`config.mk`:
```
export PLATFORM = sky130hd
export DESIGN_NAME = alu_exec_unit
export DESIGN_NICKNAME = d
export VERILOG_FILES = /design/src/rtl/alu_exec_pkg.sv /design/src/rtl/alu_exec_shifter.sv /design/src/rtl/alu_exec_unit.sv
export SDC_FILE = /design/constraint.sdc
export NUM_CORES = 1
export LEC_CHECK = 0
export CORE_MARGIN = 5
export CORE_UTILIZATION = 30
export DETAILED_ROUTE_END_ITERATION = 12
export GPL_TIMING_DRIVEN = 0
export SYNTH_ARGS = -nofsm -noshare
export SYNTH_HDL_FRONTEND = slang
export SYNTH_SLANG_ARGS = --single-unit
```
`constraint.sdc`:
```
create_clock -name clk -period 3.7 [get_ports clk]
set_clock_uncertainty 0.2 [all_clocks]
set_input_delay 0.74 -clock clk [delete_from_list [all_inputs] [get_ports clk]]
set_output_delay 0.74 -clock clk [all_outputs]
set_load 0.02 [all_outputs]
```
`src/rtl/alu_exec_pkg.sv`:
```
// alu_exec_pkg
// Shared constants for the ALU execute stage: operation codes, shift
// select codes, FSM state encoding and parameter defaults.
// Optional feature macro: ALU_EXEC_SRA_EN (used by alu_exec_unit).
package alu_exec_pkg;

   localparam int DATA_WIDTH_DEF = 32;
   localparam int JAL_OFFSET_DEF = 8;

   localparam logic [2:0] OP_AND = 3'b000;
   localparam logic [2:0] OP_OR  = 3'b001;
   localparam logic [2:0] OP_NOR = 3'b010;
   localparam logic [2:0] OP_ADD = 3'b011;
   localparam logic [2:0] OP_SUB = 3'b100;
   localparam logic [2:0] OP_LUI = 3'b101;
   localparam logic [2:0] OP_JAL = 3'b110;
   localparam logic [2:0] OP_BAD = 3'b111;

   localparam logic [1:0] SH_NONE = 2'b00;
   localparam logic [1:0] SH_SLL  = 2'b01;
   localparam logic [1:0] SH_SRL  = 2'b10;
   localparam logic [1:0] SH_SRA  = 2'b11;

   typedef enum logic [1:0] {
      ST_IDLE  = 2'd0,
      ST_SHIFT = 2'd1,
      ST_DONE  = 2'd2
   } state_t;

endpackage

```
`src/rtl/alu_exec_shifter.sv`:
```
// alu_exec_shifter
// Iterative one-bit-per-cycle shifter: a working register plus a 5-bit
// down-counter. Direction and fill mode are captured at load so the
// caller's inputs may change freely while the shift runs.
// Ports:
//   clk, reset  : clock, synchronous active-high reset
//   load        : capture din/shamt/dir/arith
//   dir         : 0 = left, 1 = right
//   arith       : right shifts replicate the sign bit
//   shamt       : number of single-bit steps
//   din         : value to be shifted
//   value       : working register shifted by one more step, i.e. the
//                 value it will hold after the current edge
//   last        : the current edge performs the final step
module alu_exec_shifter
   import alu_exec_pkg::*;
#(
   parameter int W = DATA_WIDTH_DEF
) (
   input  logic         clk,
   input  logic         reset,
   input  logic         load,
   input  logic         dir,
   input  logic         arith,
   input  logic [4:0]   shamt,
   input  logic [W-1:0] din,
   output logic [W-1:0] value,
   output logic         last
);

   logic [W-1:0] work;
   logic [4:0]   cnt;
   logic         dir_q;
   logic         arith_q;
   logic         fill;

   always_ff @(posedge clk) begin
      if (reset) begin
         work    <= '0;
         cnt     <= '0;
         dir_q   <= 1'b0;
         arith_q <= 1'b0;
      end else if (load) begin
         work    <= din;
         cnt     <= shamt;
         dir_q   <= dir;
         arith_q <= arith;
      end else if (cnt != 5'd0) begin
         work <= value;
         cnt  <= cnt - 5'd1;
      end
   end

   assign fill  = arith_q & work[W-1];
   assign value = dir_q ? {fill, work[W-1:1]} : {work[W-2:0], 1'b0};
   assign last  = (cnt == 5'd1);

endmodule

```
`src/rtl/alu_exec_unit.sv`:
```
// alu_exec_unit
// Execute stage after the ALU control decoder. Logic, add/sub, LUI and
// JAL complete in one cycle; SLL/SRL (and SRA when ALU_EXEC_SRA_EN is
// defined) run one bit per cycle through alu_exec_shifter.
// Optional feature macro: ALU_EXEC_SRA_EN -- when undefined, shift_sel=11
// is reported as illegal and no sign-fill path exists.
// Ports:
//   clk, reset        : clock, synchronous active-high reset
//   start             : request, accepted in IDLE or DONE
//   alu_operation     : 3-bit operation code
//   shift_sel         : 00 none, 01 SLL, 10 SRL, 11 SRA; non-zero wins
//   shamt             : shift amount
//   a, b              : operands (b is the shifted operand)
//   busy              : shift in progress
//   done              : one-cycle pulse, result valid from this cycle
//   result, zero      : registered result and its zero flag
//   overflow, illegal : signed ADD/SUB overflow; unsupported code
//
// state    | meaning
// ---------+-----------------------------------------------
// ST_IDLE  | waiting for start
// ST_SHIFT | iterative shift running, busy=1
// ST_DONE  | result just loaded, done=1, may accept start
module alu_exec_unit
   import alu_exec_pkg::*;
#(
   parameter int DATA_WIDTH = DATA_WIDTH_DEF,
   parameter int JAL_OFFSET = JAL_OFFSET_DEF
) (
   input  logic                  clk,
   input  logic                  reset,
   input  logic                  start,
   input  logic [2:0]            alu_operation,
   input  logic [1:0]            shift_sel,
   input  logic [4:0]            shamt,
   input  logic [DATA_WIDTH-1:0] a,
   input  logic [DATA_WIDTH-1:0] b,
   output logic                  busy,
   output logic                  done,
   output logic [DATA_WIDTH-1:0] result,
   output logic                  zero,
   output logic                  overflow,
   output logic                  illegal
);

   state_t state, state_nxt;

   logic [DATA_WIDTH-1:0] sum;
   logic [DATA_WIDTH-1:0] diff;
   logic [DATA_WIDTH-1:0] alu_r;
   logic                  alu_ovf;
   logic                  alu_ill;
   logic                  shift_legal;
   logic                  accept;
   logic                  shift_go;
   logic                  sh_arith;
   logic [DATA_WIDTH-1:0] sh_value;
   logic                  sh_last;

   assign sum  = a + b;
   assign diff = a - b;

   // For a legal shift the combinational result is just b; it is only
   // used directly when shamt is 0.
   always_comb begin
      alu_r       = '0;
      alu_ovf     = 1'b0;
      alu_ill     = 1'b0;
      shift_legal = 1'b0;
      if (shift_sel == SH_NONE) begin
         case (alu_operation)
            OP_AND: alu_r = a & b;
            OP_OR:  alu_r = a | b;
            OP_NOR: alu_r = ~(a | b);
            OP_ADD: begin
               alu_r   = sum;
               alu_ovf = (a[DATA_WIDTH-1] == b[DATA_WIDTH-1]) &
                         (sum[DATA_WIDTH-1] != a[DATA_WIDTH-1]);
            end
            OP_SUB: begin
               alu_r   = diff;
               alu_ovf = (a[DATA_WIDTH-1] != b[DATA_WIDTH-1]) &
                         (diff[DATA_WIDTH-1] != a[DATA_WIDTH-1]);
            end
            OP_LUI: alu_r = {b[15:0], {(DATA_WIDTH-16){1'b0}}};
            OP_JAL: alu_r = a + DATA_WIDTH'(JAL_OFFSET);
            default: alu_ill = 1'b1;
         endcase
      end else if ((shift_sel == SH_SLL) || (shift_sel == SH_SRL)) begin
         alu_r       = b;
         shift_legal = 1'b1;
      end else begin
`ifdef ALU_EXEC_SRA_EN
         alu_r       = b;
         shift_legal = 1'b1;
`else
         alu_ill     = 1'b1;
`endif
      end
   end

`ifdef ALU_EXEC_SRA_EN
   assign sh_arith = (shift_sel == SH_SRA);
`else
   assign sh_arith = 1'b0;
`endif

   assign accept   = start & ((state == ST_IDLE) | (state == ST_DONE));
   assign shift_go = accept & shift_legal & (shamt != 5'd0);

   alu_exec_shifter #(
      .W (DATA_WIDTH)
   ) u_shifter (
      .clk   (clk),
      .reset (reset),
      .load  (shift_go),
      .dir   (shift_sel[1]),
      .arith (sh_arith),
      .shamt (shamt),
      .din   (b),
      .value (sh_value),
      .last  (sh_last)
   );

   always_ff @(posedge clk) begin
      if (reset) begin
         state <= ST_IDLE;
      end else begin
         state <= state_nxt;
      end
   end

   always_comb begin
      state_nxt = state;
      case (state)
         ST_IDLE, ST_DONE: begin
            if (accept) begin
               state_nxt = shift_go ? ST_SHIFT : ST_DONE;
            end else begin
               state_nxt = ST_IDLE;
            end
         end
         ST_SHIFT: begin
            if (sh_last) begin
               state_nxt = ST_DONE;
            end
         end
         default: state_nxt = ST_IDLE;
      endcase
   end

   always_ff @(posedge clk) begin
      if (reset) begin
         result   <= '0;
         zero     <= 1'b0;
         overflow <= 1'b0;
         illegal  <= 1'b0;
      end else if (accept && !shift_go) begin
         result   <= alu_r;
         zero     <= (alu_r == '0);
         overflow <= alu_ovf;
         illegal  <= alu_ill;
      end else if ((state == ST_SHIFT) && sh_last) begin
         result   <= sh_value;
         zero     <= (sh_value == '0);
         overflow <= 1'b0;
         illegal  <= 1'b0;
      end
   end

   assign busy = (state == ST_SHIFT);
   assign done = (state == ST_DONE);

endmodule
```
# --- After elaboration in Yosys (flattened, before gate mapping) ---
# Index checks and enable logic that the tools add are counted.
totals:
  ramBits: 0
  register_bits: 75
  n_memories: 0
  elab_cells: 78
  romBits: 0
  out_inout_bits: 37
  input_bits: 77
  latchBits: 0
op_classes:
  shift: 0
  n_addsub: 4
  bitwise: 9
  order_cmp: 0
  n_reduce_logical: 15
  multipliers: 0
  n_eq_ne: 16
  muxes: 26
  n_div: 0
op_table:
  columns: ["cell", "n"]
  rows:
  - ["32-bit two-way mux", 7]
  - ["32-bit one-hot mux with 7 select lines", 1]
  - ["32-bit logical NOT", 2]
  - ["32-bit adder", 1]
  - ["32-bit by 4-bit adder with 32-bit output, second input constant", 1]
  - ["32-bit AND", 1]
  - ["32-bit inverter", 1]
  - ["32-bit bitwise OR", 1]
  - ["32-bit subtractor", 1]
  - ["1-bit two-way mux", 11]
  - ["5-bit two-way mux", 2]
  - ["5-bit nonzero test", 2]
  - ["3-bit equality test, second input constant", 3]
  - ["7-bit OR reduction", 1]
  - ["3-bit by 2-bit equality test with 1-bit output, second input constant", 2]
  - ["2-bit two-way mux", 3]
  - ["1-bit AND", 5]
  - ["5-bit by 1-bit equality test with 1-bit output, second input constant", 1]
  - ["5-bit by 1-bit subtractor with 5-bit output, second input constant", 1]
  - ["2-bit by 1-bit equality test with 1-bit output, second input constant", 2]
  - ["2-bit equality test, second input constant", 2]
  - ["2-bit logical NOT", 2]
  - ["2-bit one-hot mux with 2 select lines", 1]
  - ["2-bit nonzero test", 2]
  - ["other kinds (11)", 14]

# --- Longest topological paths before layout ---
depth:
  ltp_word: 9
  ltp_mapped: 15
  depth_no_buf: 15

# --- Cells and area by module ---
# Synthesis repeated with hierarchy kept, for this count alone.
hier_totals:
  hier_cells: 1520
  area_unflattened_um2: 10840.4
by_module_without_submodules:
  columns: ["mod", "area_per_inst_um2", "n_inst", "cells_each", "seq_area_each_um2"]
  rows:
  - ["alu_exec_unit", 8515.7, 1, 1254, 740.7]
  - ["alu_exec_shifter", 2324.7, 1, 266, 780.7]

# --- Least setup slack after synthesis ---
# OpenSTA, ideal clock, no wires.
synth_path:
  kind: "input -> register"
  start: "in a[0]"
  end: "reg zero"
  required_time_ps: 3404
  path_buffers: 0
  t_arrival_ps: 3642
  setup_time_ps: 96
  path_stages: 15
  setup_slack_ps: -238
  cell_sequence: "inv_1 ha_1 inv_1 fa_1 nor2b_1 o311ai_1 a211oi_2 or2_2 a21o_1 mux2i_1 a2111oi_0 nand3_1 and4bb_1 nand4b_1 o41ai_2"
synth_via:
  elab_chain_cells: 6
  word_cells_on_any_way: 10
  cone_classes: "3 x add/sub; 3 x mux; 3 x bitwise; 1 x reduce/logical"
synth_lines:
  columns: ["item", "line_no", "text"]
  rows:
  - ["from (decl)", "alu_exec_unit.sv:36", "input logic [DATA_WIDTH-1:0] a,"]
  - ["branches (longest 2 deep; another with 32-bit by 4-bit adder with 32-bit output)", null, null]
  - ["32-bit one-hot mux with 7 select lines *", "alu_exec_unit.sv:71", "case (alu_operation)"]
  - ["32-bit two-way mux *", "alu_exec_unit.sv:70", "if (shift_sel == SH_NONE) begin"]
  - ["32-bit logical NOT *", "alu_exec_unit.sv:160", "zero <= (alu_r == '0);"]
  - ["1-bit two-way mux *", "alu_exec_unit.sv:158", "end else if (accept && !shift_go) begin"]
  - ["to (signal assigned)", "alu_exec_unit.sv:160", null]
  - ["to (signal assigned)", "alu_exec_unit.sv:165", "zero <= (sh_value == '0);"]
  - ["to (decl)", "alu_exec_unit.sv:41", "output logic zero,"]
# Every way passes the cells marked *.
# A chain may end at the register's enable or synchronous reset.

# --- Worst setup path in the final report ---
layout_path:
  start: "in b[9]"
  end: "reg zero"
layout_via:
  elab_chain_cells: 6
  word_cells_on_any_way: 10
  cone_classes: "2 x add/sub; 4 x mux; 3 x bitwise; 1 x reduce/logical"
layout_lines:
  columns: ["item", "line_no", "text"]
  rows:
  - ["from (decl)", "alu_exec_unit.sv:37", "input logic [DATA_WIDTH-1:0] b,"]
  - ["branches (longest 3 deep; another with 32-bit subtractor)", null, null]
  - ["32-bit two-way mux *", "alu_exec_unit.sv:70", null]
  - ["32-bit logical NOT *", "alu_exec_unit.sv:160", null]
  - ["1-bit two-way mux *", "alu_exec_unit.sv:158", null]
# Marks and branches as above.

==> impl.org <==
** Global routing
- The number of antenna violations at the first check in global routing came to 0.
- Entering global routing, the biggest net connects 14 pins.
- The first global-routing pass estimated 83,600 um of wire.
- Via count of the first global-routing pass :: 13.2k
- In the global route stage, overall resource usage came out at 0.263.
- The total overflow left after global routing is 0.

** CTS
- Clk Tree Root Cell :: sky130_fd_sc_hd__clkbuf_16
- The H-tree was split into 3 levels.
- The clock passes through at most 2 buffers.
- Clock transition at path regs :: 60 ps
- For the worst-skew pair, the clock arrives at the later sink with an insertion delay of 340 ps.
- TritonCTS built the clock tree.
- Total clock sinks :: 75
- Number of buffers inserted during clock tree synthesis :: 9

** Layout
- Fillers :: 3,772
- Commonest non-fill, non-tap cells in the layout :: sky130_fd_sc_hd__nor2_1, sky130_fd_sc_hd__a21oi_1, sky130_fd_sc_hd__nand2_1, sky130_fd_sc_hd__ha_1, sky130_fd_sc_hd__inv_1
- 0 antenna diodes ended up in the layout.
- The final layout contains 1,948 nets.
- In the final layout, the share of cells above drive strength 1 is 0.219.
- The library cell used most frequently in the layout, excluding fill and tap cells, is sky130_fd_sc_hd__nor2_1.
- Registers take between 1500 and 2000 sq um.
- Area of combinational cells with multiple inputs :: 9750 sq um
- Area growth from synthesis to layout :: 33.2%
- Finished layout cell area :: between 10,000 and 15,000 sq um
- Post-layout utilization of the core :: 0.402
- Fin cells :: 2,234

** Routing
- Detail-routed net length per standard cell :: 25.5 um
- In this run the top signal layer used is met4.
- In this run the remaining antenna-violating nets after routing total 0.
- Wire length the detailed router placed on met1 :: 23,100 um
- After detailed routing, the number of remaining DRC violations is 0.
- In the detailed route, the total length drawn on met3 is 5720 um.
- After detailed routing, the number of vias per cell comes to 6.26.
- Detailed Route WL :: 57,100 um
- The routed layout has 14.0k vias.
- Total met2 wirelength after detailed routing :: 25,200 um
- For this block, the initial DRC count from the detailed router was 1,671.
- Drt pass-1 iters :: 5

** Placed design
- Including well taps, the total number of placed cells is 2,174.
- Cell area after placement :: ~13,000 sq um
- Detail Placement HPWL :: 44,500 um
- Port buffering added around 110 buffers.
- The congestion estimate from routability-driven global placement came to 1.03.
- Worst setup slack before clock tree synthesis :: -2330 ps

** Timing
- For this run, the top clock speed supported by timing is 246 MHz.
- Setup TNS :: -887 ps
- Setup violations remaining at the end of the flow were counted as 6.
- Of the available clock period, the critical path in the final layout requires 1.10.
- Max-slew headroom :: 0.347
- Subtracting the final worst setup slack from the clock period gives 4060 ps.
- Unrepaired setup endpoints after global routing :: yes
- Slew @ Worst Pin :: 977 ps
- Final hold violations :: 0
- The max-slew violation count is 0.
- After layout, the worst setup slack is -364 ps.

** Power
- Dividing total power by cell area gives a power density of 378 nW/um^2.
- The worst-case IR drop observed on VDD is 264 uV.
- In this run the static leakage power is 0.00556 uW.

** Run status
- The run finished, with violations left.
- The checks that failed: setup timing.

** Yosys
- Synthesis inferred 75 register bits.
- Synthesis handed over a netlist of 1,594 instances.
- Counting flops with an async set or reset pin after synthesis yields a share of 0.
- The cell area that synthesis handed to floorplanning was 11,000 sq um.
- The Yosys step of the flow raised 0 warnings.
- Synthesized netlist net count :: 1,781
- Yosys mapped the design onto 90 distinct sky130hd cell types.
- Portion of the post-synthesis area used by sequential elements :: 0.137
- For this run, the leading register cell type out of synthesis is sky130_fd_sc_hd__dfxtp_1.
- Synth Area per Inst :: 6.89 sq um
- In this run, synthesis inferred 0 flip-flops with an integrated enable.

** Critical path
- Worst Path Class, Setup :: input pin to flop
- STA classifies the critical path startpoint as an input pin.
- Data arrival time at the worst-slack endpoint :: 4110 ps
- Element type at the critical path end :: flop
- Largest fanout on the critical path :: 5
- For the worst setup path, the data required time is 3750 ps.

** Die
- Die W :: 201 um
- The initial utilization of the core area, before any placement, comes to 0.302.
- Area inside the core boundary :: 36,300 sq um
- Floorplan die height :: between 200 and 250 um
- Number of placed I/O pins :: 114
- Die area :: ~41,000 sq um
- Row generation in the floorplan step produced 70 rows.

** Run
- The tool flagged a number of max-cap violations equal to 0.

** Worst hold path
- Hold Crit Class :: flop to flop
-- path summary, 6_finish.rpt --
path / depth (start not counted) / slack, ps / end / from
worst max-delay path: 14 / -360 / zero$_SDFFE_PP0P_ / b[9]
worst min-delay path: 2 / 270 / overflow$_SDFFE_PP0P_ / overflow$_SDFFE_PP0P_
worst max register to register: 8 / 410 / zero$_SDFFE_PP0P_ / u_shifter.dir_q$_SDFFE_PP0P_
worst min register to register: 2 / 270 / overflow$_SDFFE_PP0P_ / overflow$_SDFFE_PP0P_
-- cell usage after synthesis, drive strengths merged, types with 5 or more instances --
library cell | number | area [sq um]
o2111ai | 6 | 52.6
ha | 108 | 1350
a211o | 10 | 96.4
nor2 | 204 | 766
dfxtp | 75 | 1500
o21ai | 85 | 425
nor3b | 5 | 37.5
a221o | 6 | 60.1
buf | 34 | 189
nand2 | 113 | 424
a21boi | 5 | 37.5
nand3 | 43 | 220
xnor2 | 36 | 315
a21oi | 167 | 840
a21o | 11 | 82.6
mux2i | 47 | 470
o211ai | 21 | 158
nor2b | 23 | 144
and2 | 12 | 75.1
o31ai | 15 | 126
mux2 | 6 | 67.6
or3 | 15 | 98.8
a31o | 7 | 61.3
and4 | 6 | 52.6
a31oi | 24 | 150
a211oi | 78 | 603
nor4 | 18 | 113
o221ai | 7 | 61.3
and3 | 9 | 56.3
clkbuf | 75 | 282
inv | 102 | 383
a2111oi | 8 | 77.6
o21bai | 13 | 101
nand2b | 14 | 87.6
a22oi | 9 | 67.6
nor3 | 47 | 235
nand4 | 22 | 138
a221oi | 18 | 158
o21a | 12 | 90.1
o22ai | 7 | 43.8
-- per-stage QoR --
| step | total power, uW | hold slack, ps |
|---|---|---|
| 6_report | 5530 | 272 |
| 3_3_place_gp | 4170 | 257 |
| 4_1_cts | 5350 | 271 |
| 5_1_grt | 5840 | 307 |
| 3_5_place_dp | 4180 | 263 |
| 2_1_floorplan | 3190 | 343 |
-- registers in the layout, summed over array words and instances, names as in the netlist --
signal           count
u_shifter.dir_q      1
result              32
illegal              1
zero                 1
u_shifter.work      32
state                2
overflow             1
u_shifter.cnt        5
-- report_power, final --
group / internal, uW / leakage (uW) / total [uW] / switching [uW]
registers: 1040 / 0.000615 / 1230 / 191
clock network: 541 / 0.000148 / 906 / 365
logic: 1290 / 0.00480 / 3390 / 2110
-- routing by layer --
metal  vias up  GRT usage
met5         -          0
li1       6175          -
met1      6725      0.347
met3       198     0.0483
met4         0      0.114
met2       876      0.423
-- worst max-delay path, stage by stage --
cell and delay (ps):
sky130_fd_sc_hd__buf_2 260, sky130_fd_sc_hd__inv_1 150, sky130_fd_sc_hd__ha_4 340, sky130_fd_sc_hd__nand4_1 120, sky130_fd_sc_hd__buf_4 170, sky130_fd_sc_hd__a2111oi_4 380
sky130_fd_sc_hd__o2111ai_2 260, sky130_fd_sc_hd__a31oi_4 290, sky130_fd_sc_hd__a311oi_2 150, sky130_fd_sc_hd__xnor2_1 160, sky130_fd_sc_hd__a221o_1 340, sky130_fd_sc_hd__a211oi_4 310
sky130_fd_sc_hd__nand3_1 140, sky130_fd_sc_hd__o41ai_2 300
-- logic make-up after synthesis --
kind of cell | Yosys count | synth area share
AOI/OAI and AO/OA | 550 | 0.335
DFF | 75 | 0.137
xor gates and xnor gates | 38 | 0.0303
and+or+nand+nor | 555 | 0.242
adders and majority gates | 110 | 0.127
buffers and inverters | 212 | 0.0781
muxes | 54 | 0.0511
-- final cells by class --
| type | instances | area share |
|---|---|---|
| plain buffers | 104 | 0.0437 |
| clock buffers | 10 | 0.0163 |
| repair buffers | 161 | 0.0983 |
| flip-flops and latches | 75 | 0.103 |
| well taps | 468 | 0.0400 |
| multi-input cells | 1307 | 0.667 |
| inverters | 103 | 0.0275 |
| clock inverters | 6 | 0.00445 |
-- repair_timing --
action / CTS / global route
cloned: 0 / 2
pin swaps: 60 / 34
setup buffers: 35 / 12
gates resized for setup: 513 / 92
endpoints found under the hold margin: 0 / 0
hold buffers: 0 / 0
setup endpoints to repair: 29 / 17
(Power assumes the default switching activity.)
